===== src/rtl/symlock_pkg.sv =====
// ============================================================================
// Module      : symlock_pkg
// Description : Shared types and constants for the symbol-lock controller:
//               FSM state enum, K28.5 comma patterns, offset width and a
//               comma-match helper.
// Revision    : 1.0 - initial release
// ============================================================================
`default_nettype none

package symlock_pkg;

  localparam int OFF_W  = 4;
  localparam int WORD_W = 10;

  // K28.5 in both running disparities
  localparam logic [WORD_W-1:0] c_K28P = 10'b0011111010;
  localparam logic [WORD_W-1:0] c_K28N = 10'b1100000101;

  typedef enum logic [1:0] {
    ST_SEARCH = 2'd0,
    ST_VERIFY = 2'd1,
    ST_LOCKED = 2'd2
  } state_t;

  function automatic logic is_comma(input logic [WORD_W-1:0] w);
    return (w == c_K28P) || (w == c_K28N);
  endfunction

endpackage

`default_nettype wire


===== src/rtl/symbol_lock_ctrl_comma_search.sv =====
// ============================================================================
// Module      : comma_search
// Description : Combinational priority search of a 20-bit window for a K28.5
//               comma at bit offsets 0..9; the lowest matching offset wins.
// Revision    : 1.0 - initial release
// ============================================================================
`default_nettype none

module comma_search
  import symlock_pkg::*;
(
  input  logic [19:0]      i_win,
  output logic             o_hit,
  output logic [OFF_W-1:0] o_hit_off
);

  logic [9:0] w_match;

  genvar gk;
  generate
    for (gk = 0; gk < 10; gk++) begin : g_slice
      // offset k takes the ten bits starting k positions below the window MSB
      assign w_match[gk] = is_comma(i_win[19-gk -: 10]);
    end
  endgenerate

  // Scan from the highest offset down so the lowest matching offset is kept
  always_comb begin
    o_hit     = |w_match;
    o_hit_off = '0;
    for (int k = 9; k >= 0; k--) begin
      if (w_match[k]) begin
        o_hit_off = OFF_W'(k);
      end
    end
  end

endmodule

`default_nettype wire


===== src/rtl/symbol_lock_ctrl.sv =====
// ============================================================================
// Module      : symbol_lock_ctrl
// Description : Word-alignment / symbol-lock controller for the 10-bit receive
//               path. Hunts for K28.5 at any of 10 bit offsets, qualifies the
//               offset over LOCK_CNT commas, then freezes it and outputs
//               aligned words, rx_valid and a comma pulse. Drops lock on
//               repeated decoder errors or misaligned commas.
//               Optional build macro SYMLOCK_RELOCK_CNT_EN adds o_relock_cnt,
//               a saturating count of LOCKED->SEARCH transitions.
// Revision    : 1.0 - initial release
// ============================================================================
`default_nettype none

module symbol_lock_ctrl
  import symlock_pkg::*;
#(
  parameter int LOCK_CNT = 3,
  parameter int GAP_MAX  = 64,
  parameter int ERR_MAX  = 4,
  parameter int CLR_WIN  = 16
) (
  input  logic             clk,
  input  logic             rst_n,
  input  logic             i_rx_en,
  input  logic [9:0]       i_data_in,
  input  logic             i_code_err,
  output logic [9:0]       o_data_out,
  output logic [OFF_W-1:0] o_align_off,
  output logic             o_rx_valid,
  output logic             o_comma_pulse,
  output logic             o_locked
`ifdef SYMLOCK_RELOCK_CNT_EN
  ,
  output logic [7:0]       o_relock_cnt
`endif
);

  localparam int OK_W  = $clog2(LOCK_CNT + 1);
  localparam int GAP_W = $clog2(GAP_MAX + 1);
  localparam int ERR_W = $clog2(ERR_MAX + 1);
  localparam int CLR_W = $clog2(CLR_WIN + 1);

  localparam logic [OK_W-1:0]  c_OK_MAX  = OK_W'(LOCK_CNT);
  localparam logic [GAP_W-1:0] c_GAP_MAX = GAP_W'(GAP_MAX);
  localparam logic [ERR_W-1:0] c_ERR_MAX = ERR_W'(ERR_MAX);
  localparam logic [CLR_W-1:0] c_CLR_MAX = CLR_W'(CLR_WIN);

  state_t           r_state;
  logic [9:0]       r_prev_word;
  logic [9:0]       r_data_out;
  logic [OFF_W-1:0] r_align_off;
  logic [OFF_W-1:0] r_cand_off;
  logic             r_comma_pulse;
  logic             r_locked;
  logic [OK_W-1:0]  r_ok_cnt;
  logic [GAP_W-1:0] r_gap_cnt;
  logic [ERR_W-1:0] r_err_cnt;
  logic [CLR_W-1:0] r_clean_cnt;

  logic [19:0]      w_win;
  logic             w_hit;
  logic [OFF_W-1:0] w_hit_off;
  logic [9:0]       w_slice;
  logic             w_err_evt;
  logic             w_drop;

  assign w_win = {r_prev_word, i_data_in};

  comma_search u_comma_search (
    .i_win     (w_win),
    .o_hit     (w_hit),
    .o_hit_off (w_hit_off)
  );

  // Select the ten window bits at the current alignment offset
  always_comb begin
    w_slice = '0;
    for (int k = 0; k < 10; k++) begin
      if (r_align_off == OFF_W'(k)) begin
        w_slice = w_win[19-k -: 10];
      end
    end
  end

  // A decoder error and a misaligned comma in the same word are one event
  assign w_err_evt = i_code_err | (w_hit & (w_hit_off != r_align_off));
  assign w_drop    = (r_state == ST_LOCKED) && w_err_evt &&
                     (r_err_cnt >= c_ERR_MAX - 1'b1);

  // Word history, aligned data and comma pulse, all advancing on the strobe
  always_ff @(posedge clk or negedge rst_n) begin
    if (!rst_n) begin
      r_prev_word   <= '0;
      r_data_out    <= '0;
      r_comma_pulse <= 1'b0;
    end else if (i_rx_en) begin
      r_prev_word   <= i_data_in;
      r_data_out    <= w_slice;
      r_comma_pulse <= (r_state == ST_LOCKED) && w_hit &&
                       (w_hit_off == r_align_off);
    end
  end

  // Alignment FSM with qualification, gap and error counters
  always_ff @(posedge clk or negedge rst_n) begin
    if (!rst_n) begin
      r_state     <= ST_SEARCH;
      r_align_off <= '0;
      r_cand_off  <= '0;
      r_locked    <= 1'b0;
      r_ok_cnt    <= '0;
      r_gap_cnt   <= '0;
      r_err_cnt   <= '0;
      r_clean_cnt <= '0;
    end else if (i_rx_en) begin
      case (r_state)
        ST_SEARCH: begin
          if (w_hit) begin
            r_cand_off  <= w_hit_off;
            r_align_off <= w_hit_off;
            r_ok_cnt    <= OK_W'(1);
            r_gap_cnt   <= '0;
            if (LOCK_CNT == 1) begin
              r_state  <= ST_LOCKED;
              r_locked <= 1'b1;
            end else begin
              r_state  <= ST_VERIFY;
            end
          end
        end
        ST_VERIFY: begin
          if (w_hit && (w_hit_off == r_cand_off)) begin
            r_gap_cnt <= '0;
            r_ok_cnt  <= (r_ok_cnt == c_OK_MAX) ? r_ok_cnt : r_ok_cnt + 1'b1;
            if (r_ok_cnt >= c_OK_MAX - 1'b1) begin
              r_state     <= ST_LOCKED;
              r_locked    <= 1'b1;
              r_align_off <= r_cand_off;
            end
          end else if (w_hit) begin
            // a comma elsewhere restarts qualification on the new offset
            r_cand_off  <= w_hit_off;
            r_align_off <= w_hit_off;
            r_ok_cnt    <= OK_W'(1);
            r_gap_cnt   <= '0;
          end else begin
            r_gap_cnt <= (r_gap_cnt == c_GAP_MAX) ? r_gap_cnt : r_gap_cnt + 1'b1;
            if (r_gap_cnt >= c_GAP_MAX - 1'b1) begin
              r_state     <= ST_SEARCH;
              r_ok_cnt    <= '0;
              r_gap_cnt   <= '0;
              r_err_cnt   <= '0;
              r_clean_cnt <= '0;
            end
          end
        end
        ST_LOCKED: begin
          if (w_err_evt) begin
            r_clean_cnt <= '0;
            r_err_cnt   <= (r_err_cnt == c_ERR_MAX) ? r_err_cnt : r_err_cnt + 1'b1;
            if (w_drop) begin
              r_state     <= ST_SEARCH;
              r_locked    <= 1'b0;
              r_ok_cnt    <= '0;
              r_gap_cnt   <= '0;
              r_err_cnt   <= '0;
              r_clean_cnt <= '0;
            end
          end else if (r_clean_cnt >= c_CLR_MAX - 1'b1) begin
            // a full clean window forgives earlier errors
            r_err_cnt   <= '0;
            r_clean_cnt <= '0;
          end else begin
            r_clean_cnt <= r_clean_cnt + 1'b1;
          end
        end
        default: begin
          r_state  <= ST_SEARCH;
          r_locked <= 1'b0;
        end
      endcase
    end
  end

`ifdef SYMLOCK_RELOCK_CNT_EN
  logic [7:0] r_relock_cnt;

  // Count lock losses, saturating; only the reset clears it
  always_ff @(posedge clk or negedge rst_n) begin
    if (!rst_n) begin
      r_relock_cnt <= '0;
    end else if (i_rx_en && w_drop && (r_relock_cnt != 8'hFF)) begin
      r_relock_cnt <= r_relock_cnt + 1'b1;
    end
  end

  assign o_relock_cnt = r_relock_cnt;
`endif

  assign o_data_out    = r_data_out;
  assign o_align_off   = r_align_off;
  assign o_rx_valid    = r_locked;
  assign o_comma_pulse = r_comma_pulse;
  assign o_locked      = r_locked;

endmodule

`default_nettype wire


===== config.mk =====
export PLATFORM = sky130hd
export DESIGN_NAME = symbol_lock_ctrl
export DESIGN_NICKNAME = d
export VERILOG_FILES = /design/src/rtl/symlock_pkg.sv /design/src/rtl/symbol_lock_ctrl_comma_search.sv /design/src/rtl/symbol_lock_ctrl.sv
export SDC_FILE = /design/constraint.sdc
export NUM_CORES = 1
export LEC_CHECK = 0
export ABC_AREA = 0
export CAP_MARGIN = 15
export CORE_UTILIZATION = 38
export CTS_BUF_LIST = sky130_fd_sc_hd__clkbuf_8
export CTS_CLUSTER_DIAMETER = 100
export DETAILED_ROUTE_END_ITERATION = 8
export SETUP_SLACK_MARGIN = 0.4
export SYNTH_ARGS = -nofsm -noshare
export SYNTH_HDL_FRONTEND = slang
export SYNTH_HIERARCHICAL = 1
export SYNTH_SLANG_ARGS = --single-unit

===== constraint.sdc =====
create_clock -name clk -period 6.4 [get_ports clk]
set_input_delay 1.92 -clock clk [delete_from_list [all_inputs] [get_ports clk]]
set_output_delay 1.92 -clock clk [all_outputs]
set_load 0.02 [all_outputs]

Yosys cells after proc, flatten, opt, wreduce, memory -nomap -nowiden

Cells that the tools add are included.

$add $sub $neg: 4
Order comparisons: 4
Eq/ne operators: 53
Mux-type cells: 66
Bitwise gates (word level): 3
Reductions and logical operators: 29

Operator list:

| kind                                                                    | count |
|---|---|
| 10-bit equality test (second input constant)                            | 10 |
| 10-bit by 8-bit equality test with 1-bit output (second input constant) | 10 |
| 10-bit two-way mux                                                      | 10 |
| 4-bit two-way mux                                                       | 15 |
| 7-bit two-way mux                                                       | 7 |
| 5-bit two-way mux                                                       | 5 |
| 3-bit two-way mux                                                       | 7 |
| 7-bit one-hot mux with 3 select lines                                   | 1 |
| 7-bit AND reduction                                                     | 3 |
| 2-bit two-way mux                                                       | 10 |
| 4-bit by 3-bit equality test with 1-bit output (second input constant)  | 4 |
| 2-bit != test (second input constant)                                   | 8 |
| 4-bit one-hot mux with 2 select lines                                   | 2 |
| 3-bit != test (second input constant)                                   | 4 |
| 2-bit one-hot mux with 3 select lines                                   | 2 |
| 6-bit AND reduction                                                     | 2 |
| 1-bit logical OR                                                        | 10 |
| 5-bit one-hot mux with 2 select lines                                   | 1 |
| 10-bit OR reduction                                                     | 1 |
| 4-bit by 2-bit equality test with 1-bit output (second input constant)  | 2 |
| 4-bit equality test                                                     | 2 |
| 4-bit equality test (second input constant)                             | 2 |
| 4-bit != test (second input constant)                                   | 2 |
| 7-bit by 1-bit adder with 7-bit output (second input constant)          | 1 |
| 28 further kinds                                                        | 38 |

Bits in registers: 49
Output and inout bits: 17
Logic and storage cells: 170

Longest topological paths before layout

Gate-level depths: netlist of the first run.

Word-level depth: 20
Depth in mapped cells: 12
Mapped depth without buffers: 10

Modules after synthesis

Netlist of the first run, hierarchy kept.

Modules (own cells, without submodules):

| module           | instances | cells each | area each (µm²) | seq. area each (µm²) |
|---|---|---|---|---|
| symbol_lock_ctrl | 1         | 381        | 3518.4          | 1226.2 |
| comma_search     | 1         | 79         | 549.3           | 0.0 |

Worst setup path before layout of the first run

No wires, ideal clock.

Path type: input port to flip-flop
Start: in i_data_in[8]
End: reg r_locked (netlist: o_locked)
Library setup time: 0.121 ns
Data arrival time: 4.467 ns
Data required time: 6.279 ns
Slack: 1.812 ns
Stages on the path: 11
Path buffers: 1
Path through: buf_4 > nor4_1 > and2_4 > a31o_1 > or4b_4 > nor3b_2 > xnor2_1 > nand4_1 > or4b_1 > a32o_1 > a22o_1

Elaborated cells between the ends (all ways): 46

RTL lines:

| item                                                                                           | line                                | RTL |
|---|---|---|
| from (decl)                                                                                    | symbol_lock_ctrl.sv:25              | `input logic [9:0] i_data_in,` |
| 10-bit by 8-bit equality test with 1-bit output / 10-bit equality test (equally long branches) | symlock_pkg.sv:26                   | `return (w == c_K28P) \|\| (w == c_K28N);` |
| 1-bit logical OR                                                                               | symlock_pkg.sv:26                   |  |
| 4-bit two-way mux (6 in series)                                                                | symbol_lock_ctrl_comma_search.sv:32 | `if (w_match[k]) begin` |
| 4-bit two-way mux * (3 in series)                                                              | symbol_lock_ctrl_comma_search.sv:32 |  |
| via w_hit_off[2]                                                                               | symbol_lock_ctrl.sv:62              | `logic [OFF_W-1:0] w_hit_off;` |
| 4-bit != test                                                                                  | symbol_lock_ctrl.sv:86              | `assign w_err_evt = i_code_err \| (w_hit & (w_hit_off != r_align_off));` |
| 1-bit bitwise AND                                                                              | symbol_lock_ctrl.sv:86              |  |
| 1-bit bitwise OR                                                                               | symbol_lock_ctrl.sv:86              |  |
| 1-bit logical AND (2 in series)                                                                | symbol_lock_ctrl.sv:87              | `assign w_drop = (r_state == ST_LOCKED) && w_err_evt &&` |
| 2-bit != test (no line)                                                                        | n/a                                 |  |
| 6-bit AND reduction (no line) *                                                                | n/a                                 |  |
| to (signal assigned)                                                                           | symbol_lock_ctrl.sv:110             | `r_locked <= 1'b0;` |
| to (signal assigned)                                                                           | symbol_lock_ctrl.sv:125             | `r_locked <= 1'b1;` |
| to (signal assigned)                                                                           | symbol_lock_ctrl.sv:137             | `r_locked <= 1'b1;` |
| to (decl)                                                                                      | symbol_lock_ctrl.sv:54              | `logic r_locked;` |

The timed path passes the listed nets; every way through them passes the cells marked *.
A chain may end at the register's enable or synchronous reset.

Final worst setup path of the first run

Start: in i_data_in[8]
End: reg r_err_cnt[0]

Elaborated cells between the ends (all ways): 50

RTL lines:

| item                                                                                           | line                                | RTL |
|---|---|---|
| 10-bit by 8-bit equality test with 1-bit output / 10-bit equality test (equally long branches) | symlock_pkg.sv:26                   |  |
| 1-bit logical OR                                                                               | symlock_pkg.sv:26                   |  |
| 4-bit two-way mux (6 in series)                                                                | symbol_lock_ctrl_comma_search.sv:32 |  |
| 4-bit two-way mux * (3 in series)                                                              | symbol_lock_ctrl_comma_search.sv:32 |  |
| via w_hit_off[2]                                                                               | symbol_lock_ctrl.sv:62              |  |
| 4-bit != test                                                                                  | symbol_lock_ctrl.sv:86              |  |
| 1-bit bitwise AND                                                                              | symbol_lock_ctrl.sv:86              |  |
| 1-bit bitwise OR                                                                               | symbol_lock_ctrl.sv:86              |  |
| 1-bit logical AND (2 in series)                                                                | symbol_lock_ctrl.sv:87              |  |
| 3-bit two-way mux                                                                              | symbol_lock_ctrl.sv:161             | `if (w_drop) begin` |
| 3-bit two-way mux                                                                              | symbol_lock_ctrl.sv:158             | `if (w_err_evt) begin` |
| 3-bit one-hot mux with 2 select lines                                                          | symbol_lock_ctrl.sv:116             | `case (r_state)` |
| to (signal assigned)                                                                           | symbol_lock_ctrl.sv:160             | `r_err_cnt <= (r_err_cnt == c_ERR_MAX) ? r_err_cnt : r_err_cnt + 1'b1;` |
| to (decl)                                                                                      | symbol_lock_ctrl.sv:57              | `logic [ERR_W-1:0] r_err_cnt;` |

Marks and branches as above.

==> impl_results.md, run 1 <==
* Status: complete, no violations
* DRT Wirelength at 11.3 mm
* First-pass iteration count of the detailed router at 5
* VDD IR-drop max at 118 uV
* CP max stage cell: clkdlybuf4s50_1
* Slew Viols, Final at 0
* Num CTS Buffers at 5
* Chip width at 105 um
* CTS tree: done
* Vias in the first global route at 3664
* Clock Tree Root: clkbuf_8
* Largest net degree at the start of global routing at 50
* Maximum clock frequency at 176 MHz
* Post-cts resize count at 0
* # H-tree levels at 2
* Fin util at 43.4%
* EDFF count, synth at 0
* First-pass GRT wire length at 18.9 mm
* Max Cap Viol at 0
* Die footprint at 11100 um^2
* Cell area after layout at 4500 um^2
* Clock Path Buffers at 2
* Worst-path cell chain: clkdlybuf4s50_1 -> nor4_1 -> and2_4 -> a31o_1 -> or4b_4 -> nand3b_1 -> nor3b_1 -> o211ai_1 -> nand2b_1 -> mux2_2
* Post-layout min period at 5670 ps
* Startpoint Class: input pin
* Hpwl dp at 7.61 mm
* Yosys warning count at 6
* ANT nets after route at 0
* DRC viols at 0
* Required @ worst endpoint at 6610 ps
* Port Buffer Count at 30
* Reg2reg end: r_err_cnt[0]
* Flops & latches, synth at 49
* Initial Util at 39.2%
* Share of cells above drive strength 1 at 12.6%
* Worst r2r path cells at 9
* P per Cell Area at 197 nW/um^2
* Number of inserted diodes at 0
* Crit path largest cell delay at 980 ps
* Gr usage total at 21.3%
* Final Hold Violating Endpoints at 0
* # Post-CTS Setup Buffers at 0
* Sum of negative setup slack at 0 ps
* Crit end category: register
* Area grow syn2layout at 10.6%
* Critical path data arrival time at 5880 ps
* Clock skew at 8.31 ps
* Remaining global-route overflow at 0
* Worst reg2reg setup slack at 2440 ps
* Slew @ Worst Pin at 1020 ps
* LEAKAGE at 1.73 nW
* Nets@finish at 492
* Sequential share of the synthesized area at 30.1%
* I/O pin total at 31
* Critical Path End: r_err_cnt[0]
* Hold WC Path Type: register to register
* Clock Latency Late Sink at 320 ps
* Mapped Nets at 483
* Fin crit share at 88.5%
* Clock-pin transition on the worst setup and hold timing paths at 100 ps
* Clock Sinks at 49
* Setup-failing EPs final at 0
* FP Rows at 37
* Critical path launch point: i_data_in[8]
* Die H at 105 um
* Vias/cell at 6.33
* Routed len/inst at 18.6 um
* Vias post-DR at 3838
* Ys async rst share at 100%
* Mean post-synth cell area at 8.84 um^2
* Initial DRC Count at 462
* Initial antenna violation count at 0
* Post-Synthesis Cells at 460
* Reg2reg start: r_prev_word[0]
* RSZ-0062 raised after global routing: false
* Yosys cell types at 77
* Crit path kind: input pin to register
* Cell Area, Synth at 4070 um^2
* Placement Cell Area at 4390 um^2
* Maximum fanout along the worst path at 20
* Rel. slew slack at 31.9%
* Main synth FF type: dfrtp_1
* Core area at 10400 um^2
* Routability congestion estimate at 0.869
* Cts hold-fix bufs at 0
stage by stage:
step | setup slack [ps] | instances | hold WS [ps] | power (mW)
detailed placement | 480 | 598 | 487 | 0.654
global placement | 597 | 598 | 481 | 0.650
global route | 518 | 606 | 534 | 0.936
CTS | 812 | 606 | 509 | 0.889
floorplan | 1810 | 460 | 464 | 0.562
finish | 733 | 606 | 510 | 0.885
sequential cells by signal, indices dropped and copies added (netlist names):
signal and cells:
o_locked 1, r_gap_cnt 7, r_ok_cnt 2, r_state 2, o_comma_pulse 1, r_clean_cnt 5
o_align_off 4, r_err_cnt 3, r_prev_word 10, o_data_out 10, r_cand_off 4
cell usage after synthesis (4+ instances only):
master,number,area share [%]
o2bb2ai_1,4,0.86
nor2_1,30,2.8
mux2i_1,7,1.7
or3_1,4,0.62
inv_1,14,1.3
dfrtp_1,49,30
nand2b_1,13,2.0
nand3_1,11,1.4
nand2_1,26,2.4
o31ai_1,5,0.92
o22ai_1,5,0.77
a21oi_1,32,3.9
nor3b_1,6,1.1
nor2b_1,5,0.77
buf_2,10,1.2
nand4_1,8,1.2
a221oi_1,4,0.86
a211oi_1,4,0.74
a21o_1,9,1.7
nor4_1,12,1.8
clkbuf_1,12,1.1
o21ai_0,25,3.1
a221o_1,4,0.98
nor3_1,15,1.8
nor4bb_1,5,1.2
o221ai_1,6,1.3
xnor2_1,8,1.7
buf_4,8,1.5
ha_1,9,2.8
a2bb2oi_1,7,1.5
mux2_2,21,5.8
critical path: cells and delay by family:
| family | cells | cell delay, ps |
|---|---|---|
| AND/OR/NAND/NOR | 6 | 2070 |
| multiplexers | 1 | 290 |
| AO/OA/AOI/OAI | 2 | 610 |
| buffers and inverters | 1 | 980 |
logic make-up after synthesis:
family / after synthesis / synth area share, %
AOI/OAI and AO/OA: 145 / 25.8
xor gates and xnor gates: 8 / 1.72
adders and majority gates: 9 / 2.77
buffers and inverters: 50 / 6.03
DFF: 49 / 30.1
muxes: 30 / 8.64
and+or+nand+nor: 169 / 24.9
worst min-delay path by stage:
stage	to	cells past startpoint	slack, ps	from
finish	r_gap_cnt[5]	1	510	r_gap_cnt[5]
CTS	r_gap_cnt[5]	1	510	r_gap_cnt[5]
global route	r_gap_cnt[5]	1	530	r_gap_cnt[5]
detailed placement	r_gap_cnt[5]	1	490	r_gap_cnt[5]
floorplan	r_gap_cnt[5]	1	460	r_gap_cnt[5]
global placement	r_gap_cnt[5]	1	480	r_gap_cnt[5]
layer usage:
layer  up-vias  wire (um)  part of all wire [%]  GRT usage (%)
li1       1774          -                     -              -
met1      1895       5310                    47           29.9
met2       152       5060                    45           32.8
met3        17        722                   6.4           3.71
met4         0        207                   1.8           7.44
met5         -          0                     0              0
cell type report:
cell class / instances / area [um^2]
clock buffer: 5 / 68.8
clock inverter: 3 / 42.5
fill: 1032 / 5870
inverter: 17 / 63.8
multi-input combinational: 361 / 2600
sequential: 49 / 1230
tap: 136 / 170
timing repair buffer: 35 / 333
cell usage in the layout, fill, tap and decap left out, types with 9 or more instances in the layout:
cell type        Yosys  layout
dfrtp_1             49      49
a21oi_1             32      32
nor2_1              30      30
clkdlybuf4s50_1      0      29
nand2_1             26      26
o21ai_0             25      25
mux2_2              21      21
inv_1               14      15
nor3_1              15      15
nand2b_1            13      13
nor4_1              12      12
nand3_1             11      11
a21o_1               9       9
ha_1                 9       9
power breakdown:
group          switching, mW  internal (mW)
Combinational          0.143          0.117
Sequential            0.0525          0.339
Clock                  0.118          0.116
Note: power is estimated with default switching activity, not from simulation.
==> inputs of run 2 (changes only) <==
- CORE_MARGIN: not set -> 2
- DONT_BUFFER_PORTS: not set -> 1
==> impl_results.md, run 2 (synthesis gave the netlist of run 1 again) <==
* Initial antenna violation count at 0 (unchanged)
* Final Hold Violating Endpoints at 0 (unchanged)
* Max Cap Viol at 0 (unchanged)
* Die footprint at 11500 um^2 (was 11100 um^2)
* WP depth at 9 (was 10)
* Critical path launch point: i_data_in[7] (was i_data_in[8])
* Vias post-DR at 3679 (was 3838)
* Largest net degree at the start of global routing at 50 (unchanged)
* Remaining global-route overflow at 0 (unchanged)
* Die H at 107 um (was 105 um)
* Status: complete, no violations (unchanged)
* P per Cell Area at 190 nW/um^2 (was 197 nW/um^2)
* Startpoint Class: input pin (unchanged)
* Slew @ Worst Pin at 919 ps (was 1020 ps)
* DRC viols at 0 (unchanged)
* Commonest non-fill, non-tap cell in the layout: dfrtp_1 (unchanged)
* Crit path kind: input pin to register (unchanged)
* Critical path data arrival time at 4930 ps (was 5880 ps)
* Worst r2r path cells at 9 (unchanged)
* Vias in the first global route at 3497 (was 3664)
* Placed instance count at 566 (was 598)
* First-pass GRT wire length at 18.3 mm (was 18.9 mm)
* Hold slack at 511 ps (was 510 ps)
* Rel. slew slack at 38.4% (was 31.9%)
* Clock Latency Late Sink at 310 ps (was 320 ps)
* Reg2reg start: r_prev_word[0] (unchanged)
* Num CTS Buffers at 5 (unchanged)
* ANT nets after route at 0 (unchanged)
* Post-layout min period at 4680 ps (was 5670 ps)
* CTS tree: done (unchanged)
* FP Rows at 37 (unchanged)
* Crit end category: register (unchanged)
* Hold WC Path Type: register to register (unchanged)
* Setup-failing EPs final at 0 (unchanged)
* Maximum clock frequency at 214 MHz (was 176 MHz)
* Layout Cells excl Fill at 574 (was 606)
* Clock Tree Root: clkbuf_8 (unchanged)
* Number of inserted diodes at 0 (unchanged)
* I/O pin total at 31 (unchanged)
* CP max stage cell: or4b_4 (was clkdlybuf4s50_1)
* Clock-pin transition on the worst setup and hold timing paths at 90 ps (was 100 ps)
* Initial DRC Count at 359 (was 462)
* Hpwl dp at 7.46 mm (was 7.61 mm)
* Sum of negative setup slack at 0 ps (unchanged)
* Gr usage total at 19.6% (was 21.3%)
* Clock Path Buffers at 2 (unchanged)
* Buf/Inv on CP at 0 (was 1)
* CP top delay family: simple AND/OR/NAND/NOR gates (unchanged)
* Worst-path cell chain: nor4b_1 -> and4b_1 -> a41o_1 -> or4b_4 -> nand3b_1 -> nor3b_1 -> o211ai_1 -> nor4b_2 -> mux2_2 (was clkdlybuf4s50_1 -> nor4_1 -> and2_4 -> a31o_1 -> or4b_4 -> nand3b_1 -> nor3b_1 -> o211ai_1 -> nand2b_1 -> mux2_2)
* Fin crit share at 73.2% (was 88.5%)
* Routed len/inst at 19.4 um (was 18.6 um)
* Final-layout fill cell count at 1050 (was 1032)
* Fin util at 40.2% (was 43.4%)
* Vias/cell at 6.41 (was 6.33)
* Required @ worst endpoint at 6650 ps (was 6610 ps)
* Area grow syn2layout at 2.43% (was 10.6%)
* Maximum fanout along the worst path at 15 (was 20)
* RSZ-0062 raised after global routing: false (unchanged)
* Worst reg2reg setup slack at 2500 ps (was 2440 ps)
* Cts hold-fix bufs at 0 (unchanged)
* Routability congestion estimate at 0.831 (was 0.869)
* Port Buffer Count at 0 (was 30)
* # H-tree levels at 2 (unchanged)
* DRT Wirelength at 11.1 mm (was 11.3 mm)
* Critical Path End: r_err_cnt[0] (unchanged)
* Nets@finish at 460 (was 492)
* Slew Viols, Final at 0 (unchanged)
* First-pass iteration count of the detailed router at 5 (unchanged)
* Initial Util at 39.2% (unchanged)
* Most frequent cells in the layout: dfrtp_1 (49), a21oi_1 (32), nor2_1 (30) (unchanged)
* Reg2reg end: r_err_cnt[0] (unchanged)
* LEAKAGE at 1.59 nW (was 1.73 nW)
* Crit path largest cell delay at 580 ps (was 980 ps)
* Clock Sinks at 49 (unchanged)
* Clock skew at 10.4 ps (was 8.31 ps)
* Post-cts resize count at 0 (unchanged)
* # Post-CTS Setup Buffers at 0 (unchanged)
* Chip width at 107 um (was 105 um)
* Share of cells above drive strength 1 at 12.8% (was 12.6%)
* Core area at 10400 um^2 (unchanged)
* VDD IR-drop max at 126 uV (was 118 uV)
==> run 2: cell count changes in the layout (fill, tap and decap cells not counted), sizes merged <==
cell	delta
buf	-3
clkinv	-1
clkdlybuf4s50	-29
bufinv	-1
clkinvlp	+2
==> run 2: worst register-to-register path, delay by kind of cell, from the launching register on <==
family             cells  cell delay (ps)
AOI/OAI and AO/OA      2              590
muxes                  1              220
DFF                    1              830
and+or+nand+nor        6             2190
==> run 2: cell type report <==
type	instances	area, um^2	share of cell area, %
Multi-Input combinational cell	361	2600	62.3
Sequential cell	49	1230	29.4
Tap cell	136	170	4.08
Clock buffer	5	68.8	1.65
Inverter	17	63.8	1.53
Timing Repair Buffer	3	22.5	0.541
Clock inverter	3	18.8	0.450
==> run 2: how the worst min path moves through the flow <==
| stage | endpoint | from | slack (ps) | cells after the start |
|---|---|---|---|---|
| 3_5_place_dp | r_gap_cnt[5] | r_gap_cnt[5] | 480 | 1 |
| 2_1_floorplan | r_gap_cnt[5] | r_gap_cnt[5] | 460 | 1 |
| 5_1_grt | r_gap_cnt[5] | r_gap_cnt[5] | 520 | 1 |
| 4_1_cts | r_gap_cnt[5] | r_gap_cnt[5] | 510 | 1 |
| 6_report | r_gap_cnt[5] | r_gap_cnt[5] | 510 | 1 |
| 3_3_place_gp | r_gap_cnt[5] | r_gap_cnt[5] | 480 | 1 |
==> run 2: metrics by stage <==
step / total power [mW] / cell area (um^2) / worst slack (ps)
global route: 0.840 / 4170 / 1530
CTS: 0.795 / 4170 / 1770
global placement: 0.596 / 4080 / 1540
floorplan: 0.562 / 4070 / 1810
finish: 0.790 / 4170 / 1720
detailed placement: 0.601 / 4080 / 1450
==> run 2: where the power goes <==
group          leakage, nW  internal (mW)  total [mW]  switching [mW]
clock               0.0416         0.0758       0.191           0.115
sequential           0.632          0.339       0.406          0.0670
combinational        0.912         0.0907       0.193           0.102
==> run 2: routing by layer <==
metal  global-route usage [%]  vias to the layer above  routed length [um]
li1                         -                     1728                   -
met2                     30.7                      140                5120
met4                     3.66                        0                 103
met1                     27.7                     1799                4990
met5                        0                        -                   0
met3                     4.42                       12                 894
